$ cat config.mk
export PLATFORM = sky130hd
export DESIGN_NAME = seq_stim_gen
export DESIGN_NICKNAME = d
export VERILOG_FILES = /design/src/rtl/seq_stim_pkg.sv /design/src/rtl/seq_stim_dncnt.sv /design/src/rtl/seq_stim_gen.sv
export SDC_FILE = /design/constraint.sdc
export NUM_CORES = 1
export LEC_CHECK = 0
export CORE_UTILIZATION = 54
export CTS_CLUSTER_DIAMETER = 120
export DETAILED_ROUTE_END_ITERATION = 6
export PLACE_DENSITY = 0.86
export RECOVER_POWER = 50
export SLEW_MARGIN = 20
export SYNTH_ARGS = -nofsm -noshare
export SYNTH_HDL_FRONTEND = slang
export SYNTH_SLANG_ARGS = --single-unit
$ cat constraint.sdc
create_clock -name clk -period 3.55 [get_ports clk]
set_clock_uncertainty 0.15 [all_clocks]
set_input_delay 0.5325 -clock clk [delete_from_list [all_inputs] [get_ports clk]]
set_output_delay 0.5325 -clock clk [all_outputs]
set_load 0.05 [all_outputs]
$ cat src/rtl/seq_stim_pkg.sv
// seq_stim_gen shared types
// state encoding, default widths, latched run config
package seq_stim_pkg;

  localparam int DLY_W_D = 4;
  localparam int GAP_W_D = 4;
  localparam int REP_W_D = 8;

  typedef enum logic [2:0] {
    IDLE,
    X_PH,
    XY_PH,
    GAP_PH,
    DONE
  } state_t;

  typedef struct packed {
    logic [DLY_W_D-1:0] delay;
    logic [GAP_W_D-1:0] gap;
    logic [REP_W_D-1:0] reps;
    logic               legal;
  } cfg_t;

endpackage

$ cat src/rtl/seq_stim_dncnt.sv
// seq_stim_gen loadable down-counter
// holds at zero, load wins over en
module seq_stim_dncnt #(
  parameter int W = 4
) (
  input  logic         clk,
  input  logic         rst_n,
  input  logic         load,
  input  logic         en,
  input  logic [W-1:0] load_val,
  output logic         zero
);

  logic [W-1:0] cnt;

  // count register: load, else decrement while nonzero
  always_ff @(posedge clk or negedge rst_n) begin
    if (!rst_n) begin
      cnt <= '0;
    end else if (load) begin
      cnt <= load_val;
    end else if (en && cnt != '0) begin
      cnt <= cnt - W'(1);
    end
  end

  assign zero = (cnt == '0);

endmodule

$ cat src/rtl/seq_stim_gen.sv
// seq_stim_gen top: x then y DELAY cycles later
// outputs registered off next state
module seq_stim_gen
  import seq_stim_pkg::*;
#(
  parameter int DLY_W = DLY_W_D,
  parameter int GAP_W = GAP_W_D,
  parameter int REP_W = REP_W_D
) (
  input  logic             clk,
  input  logic             rst_n,
  input  logic             start,
  input  logic             abort,
  input  logic [DLY_W-1:0] delay,
  input  logic [GAP_W-1:0] gap,
  input  logic [REP_W-1:0] reps,
  input  logic             legal,
  output logic             x_o,
  output logic             y_o,
  output logic             busy,
  output logic             done,
  output logic [REP_W-1:0] win_cnt
);

  state_t state, state_nx;
  cfg_t   cfg, cfg_nx;

  logic [REP_W-1:0] win_nx;
  logic [REP_W:0]   win_p1;
  logic             last;

  logic             dly_load, dly_en, dly_zero;
  logic [DLY_W-1:0] dly_val;
  logic             gap_load, gap_en, gap_zero;
  logic [GAP_W-1:0] gap_val;

  logic x_nx, y_nx, busy_nx, done_nx;

  seq_stim_dncnt #(.W(DLY_W)) u_dly (
    .clk      (clk),
    .rst_n    (rst_n),
    .load     (dly_load),
    .en       (dly_en),
    .load_val (dly_val),
    .zero     (dly_zero)
  );

  seq_stim_dncnt #(.W(GAP_W)) u_gap (
    .clk      (clk),
    .rst_n    (rst_n),
    .load     (gap_load),
    .en       (gap_en),
    .load_val (gap_val),
    .zero     (gap_zero)
  );

  assign win_p1 = {1'b0, win_cnt} + (REP_W+1)'(1);
  assign last   = (win_p1 >= {1'b0, cfg.reps});

  // state, config and registered outputs
  always_ff @(posedge clk or negedge rst_n) begin
    if (!rst_n) begin
      state   <= IDLE;
      cfg     <= '0;
      win_cnt <= '0;
      x_o     <= 1'b0;
      y_o     <= 1'b0;
      busy    <= 1'b0;
      done    <= 1'b0;
    end else begin
      state   <= state_nx;
      cfg     <= cfg_nx;
      win_cnt <= win_nx;
      x_o     <= x_nx;
      y_o     <= y_nx;
      busy    <= busy_nx;
      done    <= done_nx;
    end
  end

  // next state, counter control and next outputs
  always_comb begin
    state_nx = state;
    cfg_nx   = cfg;
    win_nx   = win_cnt;
    dly_load = 1'b0;
    dly_en   = 1'b0;
    dly_val  = '0;
    gap_load = 1'b0;
    gap_en   = 1'b0;
    gap_val  = '0;
    if (abort) begin
      state_nx = IDLE;
    end else begin
      unique case (state)
        IDLE: begin
          if (start) begin
            cfg_nx = '{delay, gap, reps, legal};
            win_nx = '0;
            if (reps == '0) begin
              state_nx = DONE;
            end else if (delay == '0) begin
              state_nx = XY_PH;
            end else begin
              state_nx = X_PH;
              dly_load = 1'b1;
              dly_val  = delay - DLY_W'(1);
            end
          end
        end
        X_PH: begin
          if (dly_zero) state_nx = XY_PH;
          else          dly_en   = 1'b1;
        end
        XY_PH: begin
          if (win_cnt != '1) win_nx = win_cnt + REP_W'(1);
          if (last) begin
            state_nx = DONE;
          end else if (cfg.gap != '0) begin
            state_nx = GAP_PH;
            gap_load = 1'b1;
            gap_val  = cfg.gap - GAP_W'(1);
          end else if (cfg.delay == '0) begin
            state_nx = XY_PH;
          end else begin
            state_nx = X_PH;
            dly_load = 1'b1;
            dly_val  = cfg.delay - DLY_W'(1);
          end
        end
        GAP_PH: begin
          if (!gap_zero) begin
            gap_en = 1'b1;
          end else if (cfg.delay == '0) begin
            state_nx = XY_PH;
          end else begin
            state_nx = X_PH;
            dly_load = 1'b1;
            dly_val  = cfg.delay - DLY_W'(1);
          end
        end
        DONE: state_nx = IDLE;
        default: state_nx = IDLE;
      endcase
    end
    y_nx    = (state_nx == XY_PH);
    x_nx    = (state_nx == X_PH) ||
              (y_nx && (cfg_nx.legal || cfg_nx.delay == '0));
    busy_nx = (state_nx != IDLE) && (state_nx != DONE);
    done_nx = (state_nx == DONE);
  end

endmodule

==> results of run 1 <==
==> placed cells by master, fill, tap and decap left out, types with 5 or more instances in the layout <==
master and instances:
xnor2_1 9, nand2_1 12, a21oi_1 11, mux2_2 13, dfrtp_1 37, clkbuf_8 5, ha_1 16, clkdlybuf4s50_1 30
inv_1 22, nand2b_1 7, o21ai_0 12, nor3_1 6, xor2_1 5, nor2_1 13, nor4_1 5, nand3_1 8
==> logic make-up after synthesis <==
kind of cell,count (synthesis),share of synthesized area (%)
compound gates,54,15.7
xor+xnor,15,5.33
fa+ha+maj,17,8.63
buf+inv,28,4.31
flops,40,40.6
mux,15,6.85
simple gates,81,18.6
==> worst min-delay path by stage <==
stage | endpoint | startpoint | cells past startpoint | slack [ns]
3_5_place_dp | u_gap.cnt[0] | cfg[9] | 1 | 0.35
6_report | u_gap.cnt[0] | cfg[9] | 1 | 0.36
2_1_floorplan | busy | rst_n | 0 | 0.09
5_1_grt | cfg[4] | cfg[4] | 1 | 0.38
3_3_place_gp | cfg[3] | cfg[3] | 1 | 0.34
4_1_cts | win_cnt[7] | rst_n | 1 | 0.23
==> what timing repair did <==
item / 4_1_cts / 5_1_grt
setup endpoints to repair: 0 / 4
resized for setup: 0 / 3
endpoints found under the hold margin: 0 / 0
hold buffers: 0 / 0
buffers inserted: 0 / 0
==> through the flow <==
stage / total power [mW] / instance area, um^2 / utilization [%] / hold WS [ns]
2_1_floorplan: 1.13 / 2470 / - / 0.0869
3_3_place_gp: 1.29 / 2850 / 65.1 / 0.338
3_5_place_dp: 1.32 / 2850 / 65.1 / 0.350
4_1_cts: 1.63 / 2950 / 67.2 / 0.227
5_1_grt: 1.75 / 2960 / 67.4 / 0.378
6_report: 1.62 / 2960 / 67.4 / 0.363
==> power groups by stage <==
stage | registers (mW) | logic, mW | clock network [mW]
finish | 0.689 | 0.623 | 0.309
global route | 0.707 | 0.707 | 0.335
detailed placement | 0.697 | 0.619 | 0
global placement | 0.686 | 0.601 | 0
CTS | 0.689 | 0.627 | 0.315
floorplan | 0.707 | 0.427 | 0
==> worst register-to-register path, cell delays in order (launching register included) <==
cell,delay [ns]
dfrtp_1,0.45
and3_1,0.22
and3_1,0.27
xor2_1,0.19
ha_1,0.25
o21a_1,0.18
o21ai_2,0.16
a211oi_1,0.10
or4_4,0.60
a311o_1,0.39
a211oi_1,0.25
o211ai_1,0.10
==> state kept, by name, summed over array words and instances, names as in the netlist <==
name,flops
busy,1
cfg,17
u_dly.cnt,4
win_cnt,8
y_o,1
state,3
x_o,1
done,1
u_gap.cnt,4
==> layer usage <==
metal	vias to the layer above	track usage [%]	share of wire, %
li1	960	-	-
met1	926	29.6	46
met2	45	37.5	48
met3	11	4.65	4.1
met4	0	9.52	1.8
met5	-	0	0
==> area by class of cell <==
cell class                      instances  area, um^2  share of cell area (%)
Inverter                               22        82.6                    2.79
Tap cell                               52        65.1                    2.20
Sequential cell                        40        1000                    34.0
Timing Repair Buffer                   36         344                    11.6
Clock buffer                            5        68.8                    2.33
Multi-Input combinational cell        182        1370                    46.3
Clock inverter                          3        23.8                   0.804
==> metrics.txt, run 1 <==
Clock Tree Buf Depth 2; Clock Latency Late Sink 0.30 ns; Synth async-reset ratio 100%; critical path depth in cells 11; critical path endpoint u_dly.cnt[2]; Synth Flop Type dfrtp_1; Iteration-0 DRC Markers 186; Tmin final 3.44 ns; worst setup margin 0.107 ns; crit path from win_cnt[3]; Synth cell types 47; final setup fails 0; layout cells sized above 1 14.6%; Worst Max-Slew Pin Slew 2.06 ns; status complete, but fails checks; Worst Hold Class reg -> reg; setup slack, reg-to-reg 0.11 ns; sequential area share after synthesis 40.6%; Max Cap Viol 1; share of the synthesized area in the top cell type 40.6%; Power Density 548 nW/um^2; crit start category flop; critical path fanouts, max 5; post-route insts no fill 340; largest net degree at the start of global routing 41; Final Cycle Share 97.0%; Final TNS setup 0 ns; worst ir drop on vdd 0.300 mV; Reg2Reg Depth 11; grt ovf 0; Buffers on Ports 32; Sequential Power Share 42.5%; synthesized area 2460 um^2; Setup WS pre-CTS 0.136 ns; initial antenna violation count 0; Die H 69.6 um; Synth Instances 250; CTS tree done; final hold vios 0; crit path DAT 3.47 ns; Gate power share 38.4%; Starting Density 56.2%; first-pass GRT wire length 8740 um; number of CTS-inserted buffers 5; reg2reg start win_cnt[3]; Yosys warnings 0; vias in the first global route 1912; Top-Level Pins 33; max-slew violations 41; post-route DRC violation count 0; area delta synth->final 19.9%; vias post-DR 1942; Worst slew margin -37.4%; Die Wd 69.6 um; final WL 5070 um; htree depth 2; failing checks capacitance limit, slew limit; CORE AREA 4380 um^2; Root Buffer clkbuf_8; Vias/cell 5.71; Commonest cells post-synth dfrtp_1 (40), inv_1 (22), ha_1 (17); GP Congestion 0.873; top-count cell post-synth dfrtp_1; Leakage 1.33 nW; unrepaired setup endpoints after global routing no; Post-Place Cells 332; Antenna Nets Post-Route 0; Max Freq 0.290 GHz; Total GRT Usage 22.9%; die area 4840 um^2; internal power 1.01 mW; switching power 607 uW; CP cell instances and3_1 > and3_1 > xor2_1 > ha_1 > o21a_1 > o21ai_2 > a211oi_1 > or4_4 > a311o_1 > a211oi_1 > o211ai_1; clock tree sinks 40; HPWL after DPL 3790 um; synth top area cells dfrtp_1 (41%), ha_1 (8.6%), mux2_2 (6.9%); RR Endpoint u_dly.cnt[2]; critical path class reg -> reg; critical path's slowest cell or4_4; Worst setup EP type flop; Layout fillers 357; row count 24; Post-synth EDFFs 0; Synth Area per Inst 9.86 um^2; nets 325; Clk pwr share 19.1%; Worst Path Required 3.57 ns; n_diodes 0; Yosys reg bits 40; Yosys top cell by area dfrtp_1; Top delay family on crit path compound AO/OA/AOI/OAI gates; max incr delay on CP 0.60 ns; TritonRoute pass-1 iters 4; Reg clk slew, reported paths 0.09 ns; Switching Share 37.5%; syn nets 288; crit path buf inv count 0; post-DR wirelength/cell 14.9 um
Power figures use the tool's default switching activity.
==> run 2: changes to the inputs <==
--- a/config.mk
+++ b/config.mk
@@ -8,9 +8,11 @@
 export CORE_UTILIZATION = 54
 export CTS_CLUSTER_DIAMETER = 120
 export DETAILED_ROUTE_END_ITERATION = 6
-export PLACE_DENSITY = 0.86
-export RECOVER_POWER = 50
+export PLACE_DENSITY = 0.85
+export RECOVER_POWER = 100
 export SLEW_MARGIN = 20
 export SYNTH_ARGS = -nofsm -noshare
 export SYNTH_HDL_FRONTEND = slang
+export SYNTH_HIERARCHICAL = 1
 export SYNTH_SLANG_ARGS = --single-unit
+export TNS_END_PERCENT = 50
==> metrics.txt, run 2 <==
status complete, but fails checks; failing checks capacitance limit, slew limit; Iteration-0 DRC Markers 149 (-20%); Gate power share 46.8% (+8.4 points); most frequent cells in the layout dfrtp_1 (40), nand2_1 (34), inv_1 (24); top-count cell post-synth dfrtp_1; initial antenna violation count 0 (unchanged); final setup fails 0 (unchanged); row count 24 (unchanged); Synth Area in Simple Gates 24.3% (+5.8 points); Total GRT Usage 25.2% (+2.3 points); Sequential Power Share 38.3% (-4.2 points); Clock Tree Buf Depth 2 (unchanged); Commonest cells post-synth dfrtp_1 (40), nand2_1 (34), inv_1 (24); nets 353 (+8.6%); area delta synth->final 16.5%; vias post-DR 2175 (+12%); Clock Latency Late Sink 0.30 ns (about the same); final hold vios 0 (unchanged); first-pass GRT wire length 10000 um (+15%); layout cells sized above 1 7.89% (-6.7 points); number of CTS-inserted buffers 5 (unchanged); Antenna Nets Post-Route 0 (unchanged); Post-Place Cells 361 (+8.7%); Switching Share 43.2% (+5.8 points); Yosys top cell by area dfrtp_1; CORE AREA 4500 um^2 (+2.7%); Largest register FFs 17 (unchanged); synth top area cells dfrtp_1 (38%), ha_1 (7.6%), nand2_1 (4.9%); worst ir drop on vdd 0.276 mV (-8.1%); Worst Path Required 3.63 ns (+0.06 ns); Starting Density 58.1% (+1.9 points); hold buffer count at CTS 0 (unchanged); internal power 1.14 mW (+13%); Worst Hold Class reg -> reg; critical path fanouts, max 10 (+5); Vias/cell 5.89 (+3.2%); Power Density 661 nW/um^2 (+20%); Synth Area in Adders 7.65% (-0.98 points); max-slew violations 41 (unchanged); Yosys warnings 6 (+6); vias in the first global route 2168 (+13%); Clk pwr share 15.0% (-4.1 points); TritonRoute pass-1 iters 5 (+1); synthesized area 2620 um^2 (+6.2%); commonest non-fill, non-tap cell in the layout dfrtp_1; GP Congestion 0.897 (+2.8%); Top-Level Pins 33 (unchanged); Layout fillers 360 (+0.84%); crit start category flop; Post-synth EDFFs 0 (unchanged); power after layout 2.01 mW (+24%); CTS tree done; sequential area share after synthesis 38.2% (-2.4 points); Die H 71.6 um (+3.0%); post-route insts no fill 369 (+8.5%); biggest regs cfg (17), win_cnt (8); final WL 5760 um (+14%); Worst slew margin -40.3% (-3.0 points); xor/xnor cell area share of the yosys netlist 3.68% (-1.6 points); Reg clk slew, reported paths 0.08 ns (about the same); clock tree sinks 40 (unchanged); HPWL after DPL 4300 um (+14%); largest net degree at the start of global routing 41 (unchanged); register area 1000 um^2 (-0.37%); Root Buffer clkbuf_8; Synth Instances 282 (+13%); die area 5130 um^2 (+6.0%); Max Cap Viol 1 (unchanged); switching power 871 uW (+43%); Compound-Gate Fraction of Synth Area 17.4% (+1.7 points); critical path class reg -> reg; Final Cycle Share 94.0% (-3.0 points); CP cell instances and2_1 > nand4_1 > nor2_1 > xnor2_1 > inv_1 > ha_1 > and3_1 > nand4_1 > a31oi_1 > a21oi_2 > or4_1 > o211ai_2; n_diodes 0 (unchanged); post-route DRC violation count 0 (unchanged); Buffers on Ports 32 (unchanged); Multi-input gate area 1470 um^2 (+7.1%); crit path DAT 3.42 ns (-0.05 ns); Die Wd 71.6 um (+3.0%); Top reg by flops cfg; Leakage 1.34 nW (+1.1%); Worst Max-Slew Pin Slew 2.11 ns (+0.0443 ns); grt ovf 0 (unchanged); share of the synthesized area in the top cell type 38.2% (-2.4 points); Synth Flop Type dfrtp_1; syn nets 319 (+11%); max incr delay on CP 0.56 ns (-0.04 ns); Synth async-reset ratio 100% (unchanged); mux cell area share after synthesis 2.96% (-3.9 points); most used cell along the critical path nand4_1; Yosys reg bits 40 (unchanged); Max Freq 0.300 GHz (+3.2%); main combinational cell family by area after synthesis simple AND/OR/NAND/NOR gates; unrepaired setup endpoints after global routing yes; critical path's slowest cell or4_1; Synth cell types 58 (+23%); Tmin final 3.34 ns (-0.107 ns); post-DR wirelength/cell 15.6 um (+4.6%); Worst setup EP type flop; Synth Area per Inst 9.28 um^2 (-5.9%); htree depth 2 (unchanged)
==> run 2: cell types whose count changed after synthesis, sizes merged, moves of 5 or more <==
| cell | delta |
|---|---|
| a21oi | -6 |
| mux2 | -9 |
| o21ai | +12 |
| nand2 | +22 |
| nor4b | +5 |
==> run 2: repair_timing <==
item                                    CTS  global route
endpoints found under the hold margin     0             0
gates resized for setup                   0             2
buffers inserted                          0             0
endpoints found under the setup margin    0             4
==> run 2: kinds of logic after synthesis <==
logic type               count (synthesis)
XOR/XNOR                                11
buffers and inverters                   34
flip-flops                              40
multiplexers                             7
adder cells (fa/ha/maj)                 16
AO/OA/AOI/OAI                           66
AND/OR/NAND/NOR                        108
==> run 2: layer usage <==
layer / vias up / share of wire (%) / track usage, %
met5: - / 0 / 0
met3: 7 / 5.4 / 4.78
met2: 71 / 48 / 43.2
li1: 1084 / - / -
met4: 0 / 1.2 / 6.97
met1: 1013 / 45 / 32.8
==> run 2: path summary, 6_finish.rpt <==
kind	slack, ns	startpoint	cells after the start	endpoint
worst max register to register	0.21	win_cnt[2]	12	u_dly/cnt[1]
worst min register to register	0.37	cfg[0]	1	cfg[0]
min in group asynchronous	0.68	rst_n	1	cfg[6]
max in group asynchronous	1.36	rst_n	1	u_gap/cnt[0]
worst max-delay path	0.21	win_cnt[2]	12	u_dly/cnt[1]
worst min-delay path	0.37	cfg[0]	1	cfg[0]
==> run 2: layout make-up <==
| cell class | instances | area share (%) |
|---|---|---|
| well taps | 52 | 2.13 |
| inverters | 25 | 3.08 |
| multi-input cells | 208 | 48.1 |
| clock buffers | 5 | 2.26 |
| flip-flops and latches | 40 | 32.8 |
| repair buffers | 36 | 11.0 |
| clock inverters | 3 | 0.616 |
==> run 2: metrics by stage <==
stage          setup TNS [ns]  cell area [um^2]  hold slack (ns)  setup slack (ns)  utilization [%]
3_5_place_dp                0              2970            0.348             0.130             66.0
3_3_place_gp                0              2970            0.342             0.304             66.0
4_1_cts                     0              3060            0.229            0.0990             67.9
2_1_floorplan               0              2620           0.0869            0.0503                -
5_1_grt               -0.0351              3050            0.381           -0.0351             67.7
6_report                    0              3050            0.366             0.214             67.7
==> run 2: power groups by stage <==
stage / clock, mW / sequential [mW] / combinational (mW)
4_1_cts: 0.308 / 0.769 / 0.959
5_1_grt: 0.327 / 0.795 / 1.07
3_5_place_dp: 0 / 0.779 / 0.951
6_report: 0.302 / 0.771 / 0.942
3_3_place_gp: 0 / 0.771 / 0.921
2_1_floorplan: 0 / 0.787 / 0.701
==> run 2: critical path: cells and delay by family (launching register included) <==
kind / cells / cell delay [ns]
AOI/OAI and AO/OA: 3 / 0.59
DFF: 1 / 0.45
and+or+nand+nor: 6 / 1.56
buffers and inverters: 1 / 0.07
adders and majority gates: 1 / 0.29
xor gates and xnor gates: 1 / 0.15
==> run 3: changes to the inputs <==
--- a/config.mk
+++ b/config.mk
@@ -5,10 +5,12 @@
 export SDC_FILE = /design/constraint.sdc
 export NUM_CORES = 1
 export LEC_CHECK = 0
+export ABC_CLOCK_PERIOD_IN_PS = 3550
 export CORE_UTILIZATION = 54
 export CTS_CLUSTER_DIAMETER = 120
 export DETAILED_ROUTE_END_ITERATION = 6
-export PLACE_DENSITY = 0.85
+export DONT_BUFFER_PORTS = 1
+export PLACE_DENSITY = 0.76
 export RECOVER_POWER = 100
 export SLEW_MARGIN = 20
 export SYNTH_ARGS = -nofsm -noshare
==> metrics.txt, run 3 (synthesis gave the netlist of run 2 again) <==
initial antenna violation count 0 (unchanged); crit path buf inv count 1 (unchanged); n_diodes 0 (unchanged); Reg2Reg Depth 12 (unchanged); HPWL after DPL 4120 um (-4.4%); Leakage 1.22 nW (-9.3%); Vias/cell 5.93 (+0.58%); worst ir drop on vdd 0.359 mV (+30%); reg2reg start win_cnt[2]; largest net degree at the start of global routing 41 (unchanged); RR Endpoint u_dly/cnt[3]; first-pass GRT wire length 9520 um (-5.0%); Worst Hold Class in -> reg; final WL 5620 um (-2.4%); final setup fails 0 (unchanged); area delta synth->final 7.27%; CTS tree done; final hold vios 0 (unchanged); TritonRoute pass-1 iters 4 (-1); Max Freq 0.309 GHz (+3.2%); dpl cell area 2730 um^2 (-8.1%); layout cells sized above 1 8.75% (+0.87 points); crit start category flop; Worst slew margin -41.4% (-1.0 points); grt ovf 0 (unchanged); Total GRT Usage 23.9% (-1.3 points); biggest regs cfg (17), win_cnt (8); failing checks capacitance limit, slew limit; Antenna Nets Post-Route 0 (unchanged); GP Congestion 0.925 (+3.1%); most frequent cells in the layout dfrtp_1 (39), nand2_1 (34), inv_1 (24); Setup WS pre-CTS 0.111 ns (-0.0190 ns); nets 333 (-5.7%); critical path fanouts, max 8 (-2); WHS 0.195 ns (-0.172 ns); max-slew violations 41 (unchanged); critical path class reg -> reg; cell depth of the worst hold path 2 (+1); final core occ 62.3% (-5.4 points); Gate power share 41.8% (-5.0 points); post-DR wirelength/cell 16.1 um (+3.1%); Worst Path Required 3.59 ns (-0.04 ns); Clk pwr share 18.6% (+3.6 points); final instance area 2810 um^2 (-7.9%); Clock Latency Late Sink 0.30 ns (about the same); post-route insts no fill 349 (-5.4%); Reg clk slew, reported paths 0.08 ns (about the same); Switching Share 42.5% (-0.74 points); Worst Max-Slew Pin Slew 2.12 ns (+0.0153 ns); Top reg by flops cfg; critical path's slowest cell dfrtp_2; post-route DRC violation count 0 (unchanged); Post-Place Cells 339 (-6.1%); setup slack, reg-to-reg 0.32 ns (+0.10 ns); CORE AREA 4500 um^2 (unchanged); commonest non-fill, non-tap cell in the layout dfrtp_1; vias in the first global route 2078 (-4.2%); postcts setup bufs 0 (unchanged); Final Cycle Share 91.1% (-2.9 points); Buffers on Ports 0 (-100%); Hold Startpoint reps[3]; die area 5130 um^2 (unchanged); Largest register FFs 17 (unchanged); internal power 1.17 mW (+2.7%); Tmin final 3.23 ns (-0.102 ns); status complete, but fails checks; end of the worst hold path cfg[4]; Die H 71.6 um (unchanged); Final TNS setup 0 ns (unchanged); Clock Tree Buf Depth 2 (unchanged); Iteration-0 DRC Markers 119 (-20%); vias post-DR 2069 (-4.9%); Top delay family on crit path compound AO/OA/AOI/OAI gates; Root Buffer clkbuf_8; Top-Level Pins 33 (unchanged); unrepaired setup endpoints after global routing no; htree depth 2 (unchanged); Power Density 728 nW/um^2 (+10%); Sequential Power Share 39.6% (+1.3 points); max incr delay on CP 0.53 ns (-0.03 ns); worst setup margin 0.317 ns (+0.102 ns); clock tree sinks 40 (unchanged); Starting Density 58.1% (unchanged); Die Wd 71.6 um (unchanged); Max Cap Viol 1 (unchanged); row count 24 (unchanged); crit path DAT 3.27 ns (-0.15 ns); switching power 868 uW (-0.32%); Worst setup EP type flop; number of CTS-inserted buffers 5 (unchanged); power after layout 2.04 mW (+1.4%); CP cell instances and2_1 > nand4_1 > nor2_1 > xnor2_1 > inv_1 > ha_1 > and3_1 > a211oi_2 > a31oi_1 > a21oi_1 > nor3_1 > a221o_1
[run 3: cell type report]
cell class | count | area, um^2
fill | 402 | 1700
multi-input combinational | 208 | 1450
sequential | 40 | 1000
inverter | 25 | 93.8
timing repair buffer | 16 | 85.1
clock buffer | 5 | 68.8
tap | 52 | 65.1
clock inverter | 3 | 42.5
[run 3: worst max path at each step]
stage / from / end / depth (start not counted)
after CTS: win_cnt[2] / u_dly/cnt[3] / 12
after floorplan: win_cnt[2] / u_dly/cnt[1] / 13
after global routing: rst_n / win_cnt[2] / 2
final: win_cnt[2] / u_dly/cnt[3] / 12
after global placement: win_cnt[2] / u_dly/cnt[3] / 12
after detailed placement: win_cnt[2] / u_dly/cnt[3] / 12
[run 3: power by group through the flow]
stage	Sequential [mW]	Clock, mW	Combinational [mW]
after floorplan	0.787	0	0.701
after global placement	0.814	0	0.838
after detailed placement	0.820	0	0.856
after CTS	0.811	0.387	0.877
after global routing	0.833	0.396	0.964
final	0.809	0.381	0.853
[run 3: what timing repair did]
action                                 in CTS  in global routing
gates resized for setup                     0                  2
hold buffers                                2                  0
endpoints found under the hold margin      40                  0
setup endpoints to repair                   0                  6
[run 3: layer usage]
| metal | GRT usage, % | up-vias | wire length (um) |
|---|---|---|---|
| li1 | - | 1046 | - |
| met1 | 31.9 | 969 | 2710 |
| met2 | 39.3 | 43 | 2590 |
| met3 | 5.34 | 11 | 246 |
| met4 | 6.97 | 0 | 74 |
| met5 | 0 | - | 0 |
